File: src/rtl/y86_pkg.sv
// Shared Y86 pipeline constants: icodes, register IDs, status codes, CC layout, FSM states.
package y86_pkg;

  localparam logic [3:0] I_NOP    = 4'h1;
  localparam logic [3:0] I_MRMOVQ = 4'h5;
  localparam logic [3:0] I_OPQ    = 4'h6;
  localparam logic [3:0] I_JXX    = 4'h7;
  localparam logic [3:0] I_RET    = 4'h9;
  localparam logic [3:0] I_POPQ   = 4'hB;

  localparam logic [3:0] RNONE    = 4'hF;

  localparam logic [1:0] STAT_AOK = 2'd0;
  localparam logic [1:0] STAT_HLT = 2'd1;
  localparam logic [1:0] STAT_ADR = 2'd2;
  localparam logic [1:0] STAT_INS = 2'd3;

  // Condition-code bit positions inside the {ZF,SF,OF} vector
  localparam int unsigned CC_ZF = 2;
  localparam int unsigned CC_SF = 1;
  localparam int unsigned CC_OF = 0;

  // Reset value: ZF set, SF and OF clear
  localparam logic [2:0] CC_RESET = 3'b100;

  typedef enum logic {
    ST_RUN  = 1'b0,
    ST_HALT = 1'b1
  } state_e;

endpackage

File: src/rtl/cc_reg.sv
// Condition-code register; writes only for an OPq in execute while the pipe runs exception-free.
module cc_reg
  import y86_pkg::*;
(
  input  logic       clock,
  input  logic       reset_n,
  input  logic       run,
  input  logic       set_cc,
  input  logic [3:0] E_icode,
  input  logic [1:0] m_stat,
  input  logic [1:0] W_stat,
  input  logic [2:0] new_cc,
  output logic [2:0] cc
);

  logic [2:0] cc_d;
  logic [2:0] cc_q;
  logic       wr_en;

  // Write-enable gating and next-value select
  always_comb begin
    wr_en = run && set_cc && (E_icode == I_OPQ) &&
            (m_stat == STAT_AOK) && (W_stat == STAT_AOK);
    cc_d  = wr_en ? new_cc : cc_q;
  end

  // CC state register with synchronous active-low reset
  always_ff @(posedge clock) begin
    if (!reset_n) cc_q <= CC_RESET;
    else          cc_q <= cc_d;
  end

  assign cc = cc_q;

endmodule

File: src/rtl/pipe_ctrl.sv
// Y86 pipeline control: hazard detection, ret sequencing, RUN/HALT FSM, CC register.
module pipe_ctrl
  import y86_pkg::*;
(
  input  logic       clock,
  input  logic       reset_n,
  input  logic [3:0] D_icode,
  input  logic [3:0] d_srcA,
  input  logic [3:0] d_srcB,
  input  logic [3:0] E_icode,
  input  logic [3:0] E_dstM,
  input  logic       e_Cnd,
  input  logic       set_cc,
  input  logic [2:0] new_cc,
  input  logic [1:0] m_stat,
  input  logic [1:0] W_stat,
  output logic [2:0] cc,
  output logic       F_stall,
  output logic       D_stall,
  output logic       D_bubble,
  output logic       E_bubble,
  output logic       M_bubble,
  output logic       W_stall,
  output logic       halted
);

  state_e     state_q, state_d;
  logic [1:0] ret_cnt_q, ret_cnt_d;
  logic       exc, mispredict, load_use, ret_req;

  cc_reg u_cc_reg (
    .clock   (clock),
    .reset_n (reset_n),
    .run     (state_q == ST_RUN),
    .set_cc  (set_cc),
    .E_icode (E_icode),
    .m_stat  (m_stat),
    .W_stat  (W_stat),
    .new_cc  (new_cc),
    .cc      (cc)
  );

  // Hazard classification, prioritised control outputs and next state
  always_comb begin
    F_stall   = 1'b0;
    D_stall   = 1'b0;
    D_bubble  = 1'b0;
    E_bubble  = 1'b0;
    M_bubble  = 1'b0;
    W_stall   = 1'b0;
    halted    = 1'b0;
    state_d   = state_q;
    ret_cnt_d = ret_cnt_q;

    exc        = (m_stat != STAT_AOK) || (W_stat != STAT_AOK);
    mispredict = (E_icode == I_JXX) && !e_Cnd;
    load_use   = ((E_icode == I_MRMOVQ) || (E_icode == I_POPQ)) && (E_dstM != RNONE) &&
                 ((E_dstM == d_srcA) || (E_dstM == d_srcB));
    ret_req    = (D_icode == I_RET) || (ret_cnt_q != 2'd0);

    if (!reset_n) begin
      // outputs stay low; registers are cleared at the edge
    end else if (state_q == ST_HALT) begin
      halted   = 1'b1;
      F_stall  = 1'b1;
      D_stall  = 1'b1;
      E_bubble = 1'b1;
      M_bubble = 1'b1;
      W_stall  = 1'b1;
    end else begin
      if (W_stat != STAT_AOK) state_d = ST_HALT;
      // Only the highest-priority condition acts; ret_cnt advances only when ret owns the cycle
      if (exc) begin
        M_bubble = 1'b1;
        W_stall  = (W_stat != STAT_AOK);
      end else if (mispredict) begin
        D_bubble = 1'b1;
        E_bubble = 1'b1;
      end else if (load_use) begin
        F_stall  = 1'b1;
        D_stall  = 1'b1;
        E_bubble = 1'b1;
      end else if (ret_req) begin
        F_stall   = 1'b1;
        D_bubble  = 1'b1;
        ret_cnt_d = (D_icode == I_RET) ? 2'd2 : ret_cnt_q - 2'd1;
      end
    end
  end

  // FSM state and ret counter registers
  always_ff @(posedge clock) begin
    if (!reset_n) begin
      state_q   <= ST_RUN;
      ret_cnt_q <= '0;
    end else begin
      state_q   <= state_d;
      ret_cnt_q <= ret_cnt_d;
    end
  end

endmodule

File: config.mk
export PLATFORM = sky130hd
export DESIGN_NAME = pipe_ctrl
export DESIGN_NICKNAME = d
export VERILOG_FILES = /design/src/rtl/y86_pkg.sv /design/src/rtl/cc_reg.sv /design/src/rtl/pipe_ctrl.sv
export SDC_FILE = /design/constraint.sdc
export NUM_CORES = 1
export LEC_CHECK = 0
export BUFFER_PORTS_ARGS = -buffer_cell sky130_fd_sc_hd__buf_4
export CAP_MARGIN = 20
export CORE_UTILIZATION = 34
export DETAILED_ROUTE_END_ITERATION = 12
export PLACE_DENSITY = 0.83
export SETUP_SLACK_MARGIN = 0.5
export SLEW_MARGIN = 25
export SYNTH_ARGS = -nofsm -noshare
export SYNTH_HDL_FRONTEND = slang
export SYNTH_SLANG_ARGS = --single-unit
File: constraint.sdc
create_clock -name clock -period 1.23 [get_ports clock]
set_clock_uncertainty 0.05 [all_clocks]
set_input_delay 0.0615 -clock clock [delete_from_list [all_inputs] [get_ports clock]]
set_output_delay 0.0615 -clock clock [all_outputs]
set_load 0.02 [all_outputs]
* After elaboration in Yosys (flattened, before gate mapping) *
Index checks and enable logic that the tools add are counted.

word-level totals
  bits in writable memories = 0
  word-level logic and storage cells = 65
  bits of input ports = 31
  register bits after elaboration = 6
  output and inout bits = 10
  memories = 0
  bits in read-only memories = 0
  latch bits = 0

operators by class
  div/mod/pow operators = 0
  shift operators = 0
  $lt $le $gt $ge = 0
  reductions and logical operators = 18
  bitwise logic cells = 4
  equality and inequality tests = 8
  multipliers = 0
  add/subtract/negate cells = 1
  multiplexer cells = 31

operators by type and width
  cell                                                                count
  1-bit two-way mux                                                   30
  4-bit by 3-bit == test with 1-bit output, second input constant     3
  4-bit == test                                                       2
  4-bit == test, second input constant                                2
  1-bit logical AND                                                   7
  2-bit nonzero test                                                  3
  5-bit AND reduction                                                 1
  2-bit logical NOT                                                   2
  1-bit logical OR                                                    4
  4-bit != test, second input constant                                1
  1-bit inverter                                                      4
  2-bit two-way mux                                                   1
  2-bit by 1-bit subtractor with 2-bit output, second input constant  1
  1-bit logical NOT                                                   1

* Longest topological paths before layout *
  depth after elaboration = 9
  gate-level depth with buffers = 6
  depth with buffers taken out = 6

* Modules after synthesis *
Synthesis repeated with hierarchy kept, for this count alone.

second synthesis, totals
  cells, all modules = 66
  area, all modules = 548.0 µm²

modules (own cells, without submodules)
  module     times used  cells an instance  area an instance (µm²)
  pipe_ctrl  1           51                 386.6
  cc_reg     1           15                 161.4

* Worst setup path before layout *
OpenSTA, ideal clock, no wires.

  path type = input-to-output
  start point = input E_icode[2]
  end point = output E_bubble
  cell stages on the path = 5
  arrival time = 1.135 ns
  setup slack = -0.016 ns
  required time = 1.118 ns
  path through = and3b_1 o211ai_1 a21oi_2 nor2_1 o21ai_0

between the ends
  word-level cells in the longest chain between the ends = 9

RTL lines
  item                                                                              RTL line         text
  start, declared                                                                   pipe_ctrl.sv:10  input logic [3:0] E_icode,
  4-bit by 3-bit == test with 1-bit output / 4-bit == test (equally long branches)  pipe_ctrl.sv:57  load_use = ((E_icode == I_MRMOVQ) || (E_icode == I_POPQ)) && (E_dstM != RNONE) &&
  1-bit logical OR                                                                  pipe_ctrl.sv:57
  1-bit logical AND (2 in series)                                                   pipe_ctrl.sv:57
  1-bit two-way mux                                                                 pipe_ctrl.sv:79  end else if (load_use) begin
  1-bit two-way mux *                                                               pipe_ctrl.sv:76  end else if (mispredict) begin
  1-bit two-way mux *                                                               pipe_ctrl.sv:73  if (exc) begin
  1-bit two-way mux *                                                               pipe_ctrl.sv:63  end else if (state_q == ST_HALT) begin
  1-bit two-way mux *                                                               pipe_ctrl.sv:61  if (!reset_n) begin
  end, declared                                                                     pipe_ctrl.sv:21  output logic E_bubble,

Mark *: on every way between the ends. The rest lies on a longest branch, timed or not.

* Worst setup path after layout *
  start point = register ret_cnt_q[0]
  end point = output D_bubble

between the ends
  word-level cells in the longest chain between the ends = 8

RTL lines
  item                    RTL line         text
  start, declared         pipe_ctrl.sv:28  logic [1:0] ret_cnt_q, ret_cnt_d;
  start signal, assigned  pipe_ctrl.sv:98  ret_cnt_q <= ret_cnt_d;
  2-bit nonzero test      pipe_ctrl.sv:59  ret_req = (D_icode == I_RET) || (ret_cnt_q != 2'd0);
  1-bit logical OR        pipe_ctrl.sv:59
  1-bit two-way mux       pipe_ctrl.sv:83  end else if (ret_req) begin
  1-bit two-way mux       pipe_ctrl.sv:79
  1-bit two-way mux       pipe_ctrl.sv:76
  1-bit two-way mux       pipe_ctrl.sv:73
  1-bit two-way mux       pipe_ctrl.sv:63
  1-bit two-way mux       pipe_ctrl.sv:61
  end, declared           pipe_ctrl.sv:20  output logic D_bubble,

Every way passes these cells.

==> metrics <==
outcome finished, violations left; violated checks hold timing, setup timing; Worst Path Arrival approximately 1.2 ns; Syn Nets 94; die area 0.001711 sq mm; Power, Total between 0.6 and 0.7 mW; Port Buffers 40; final instance area 0.001169 sq mm; number of I/O pins between 40 and 50; HP Start new_cc[2]; number of DRC markers in iteration 0 9; CP Cell Sequence inv_2 -> ha_4 -> a21oi_2 -> o211a_1 -> buf_6; Mapped Area 526.8 sq um; # clock sinks 6; Die W 41.36 um; DR WL/cell roughly 17 um; maximum vdd drop ~0.00034 V; Yosys cell types 31; First-pass DRT Iterations 4; Starting Density 38.55%; Vias 700; Ys Warns 0; vias per cell 5.512; Final #Nets 146; fraction of power consumed by sequential logic 29.4%; worst setup path end D_bubble; Routed WL 2102 um; largest net degree at the start of global routing 13; final core occ 85.53%; synthesized flop and latch total 6; Core Footprint between 0.001 and 0.0015 sq mm; initial antenna violation count 0; DP Area 923.4 sq um; DRC Markers 0; Crit Path Max Fanout 3; flop-to-flop setup slack -0.08 ns; number of global-route vias before repair 537; crit path launch ret_cnt_q[0]; Root Driver clkbuf_4; Logic pwr share roughly two fifths; final std cells w/o fill 127; P&R area growth vs syn 121.9%; CP Launch Type register; Slew @ Worst Pin 0.2751 ns; Worst R2R End ret_cnt_q[0]; hold crit path type primary input to register; power per cell area 580.2 mW/mm^2; crit end category primary output; worst skew pair latency 0.26 ns; FMAX 754.9 MHz; post-DP HPWL 1239 um; Clock power frac 29.3%; switching portion of total power roughly 29%; Seq/Total Area, Yosys 22.80%; Die H 41.36 um; fin crit share 107.7%; pre-CTS setup slack -0.07007 ns; Largest register FFs 3; setup TNS -0.4457 ns; syn avg cell area 8.496 sq um; GR Overflow Total 0; layout cells sized above 1 about three quarters; Max clock buf depth 2; # diodes 0; CTS tree done; Pint 0.4794 mW; antenna-violating nets left 0; FF-to-FF Start ret_cnt_q[0]; final setup margin -0.09467 ns; row count 13; placer congestion estimate 0.7370; # Max-Cap Violations 0; total track usage between 20% and 30%; first-pass GRT wire length ~2300 um; H-tree levels 1; final setup vio count 8; CP Data Required Time 1.12 ns; Setup CP Type register to primary output; Inst Count DP 119; max-slew violations 0; Min Clock Period, post-route roughly 1.3 ns; CP max stage cell dfxtp_2; CP max stage delay around 0.35 ns; cts bufs inserted 3; Mapped Cells 62; RSZ-0062 raised after global routing yes; WHS -0.006238 ns; final hold violation count 1; Switch Pwr 0.1986 mW; R2R depth 6; Clock Pin Slew Worst Setup and Hold Paths 0.05 ns; P_leak 0.5331 nW; relative slew slack 81.56%
-- cells in the mapped netlist --
master / n / share of area, %
a21oi_1: 1 / 0.95
a21oi_2: 1 / 1.7
and2_4: 1 / 1.7
and2b_1: 1 / 1.4
and2b_2: 1 / 1.7
and3b_1: 1 / 1.7
buf_6: 1 / 2.1
clkbuf_1: 1 / 0.71
dfxtp_1: 6 / 23
ha_1: 1 / 2.4
inv_1: 3 / 2.1
mux2i_1: 3 / 5.7
nand2_1: 7 / 5.0
nand3_1: 1 / 0.95
nand3b_1: 2 / 2.8
nand4_1: 3 / 3.6
nand4b_1: 1 / 1.7
nand4bb_1: 1 / 2.1
nor2_1: 2 / 1.4
nor2b_1: 2 / 2.4
nor3b_1: 2 / 2.8
nor3b_2: 1 / 2.4
nor4_2: 1 / 2.4
o211a_1: 1 / 1.9
o211ai_1: 2 / 2.8
o21ai_0: 2 / 1.9
o21ai_1: 1 / 0.95
o311a_1: 1 / 1.9
o31a_1: 2 / 3.3
o31ai_1: 1 / 1.4
xnor2_1: 8 / 13
-- timing repair --
action | in CTS | in global routing
buffers inserted | 2 | 3
setup endpoints to repair | 15 | 16
pin swaps | 11 | 8
resized for setup | 31 | 13
endpoints found under the hold margin | 1 | 1
-- worst max-delay path: cells and delay by family, from the launching register on --
| kind | cells | cell delay [ns] |
|---|---|---|
| AOI/OAI and AO/OA | 2 | 0.26 |
| adders and majority gates | 1 | 0.17 |
| buffers and inverters | 2 | 0.17 |
| DFF | 1 | 0.35 |
-- power by group through the flow --
stage               logic (mW)  registers (mW)  clock network, mW
finish                   0.280           0.200              0.199
global route             0.294           0.199              0.208
CTS                      0.248           0.200              0.183
detailed placement       0.207           0.204                  0
global placement         0.203           0.204                  0
floorplan               0.0860           0.203                  0
-- worst min path at each step --
| stage | end | slack [ns] | cells after the start |
|---|---|---|---|
| 2_1_floorplan | u_cc_reg.cc[2] | 0.14 | 2 |
| 3_3_place_gp | u_cc_reg.cc[2] | 0.23 | 3 |
| 3_5_place_dp | u_cc_reg.cc[2] | 0.24 | 3 |
| 4_1_cts | u_cc_reg.cc[2] | -0.01 | 3 |
| 5_1_grt | u_cc_reg.cc[2] | -0.001 | 3 |
| 6_report | u_cc_reg.cc[2] | -0.006 | 3 |
-- logic make-up (layout without fill, tap and decap cells) --
family | Yosys count | count (layout) | share of synthesized area, %
AND/OR/NAND/NOR | 27 | 27 | 33.97
multiplexers | 3 | 3 | 5.701
buffers and inverters | 5 | 55 | 4.987
adder cells (fa/ha/maj) | 1 | 1 | 2.375
AO/OA/AOI/OAI | 12 | 12 | 16.86
XOR/XNOR | 8 | 8 | 13.30
flip-flops | 6 | 6 | 22.80
-- metal layers --
| layer | up-vias | wire [um] | share of wire [%] | global-route usage (%) |
|---|---|---|---|---|
| met2 | 27 | 1194 | 57 | 37.11 |
| met4 | 0 | 37 | 1.8 | 4.839 |
| met1 | 335 | 775 | 37 | 24.44 |
| met5 | - | 0 | 0 | 0 |
| met3 | 6 | 94 | 4.5 | 2.128 |
| li1 | 332 | - | - | - |
-- cell usage in the layout, fill, tap and decap left out, types with 2 or more instances in the layout --
master	count
buf_4	26
buf_6	22
xnor2_2	7
dfxtp_2	6
nand2_2	4
inv_2	3
nand4_1	3
mux2i_1	3
clkbuf_4	3
o31a_1	2
and2b_2	2
nand3b_1	2
o211ai_1	2
nand2_1	2
o21ai_1	2
nor2b_1	2
-- final cells by class --
class | count | area, sq um
inverters | 3 | 11.26
flip-flops and latches | 6 | 127.6
repair buffers | 49 | 462.9
clock buffers | 3 | 22.52
fillers | 71 | 197.7
multi-input cells | 51 | 525.5
well taps | 15 | 18.77
No activity file was read; power rests on OpenSTA's default activity.
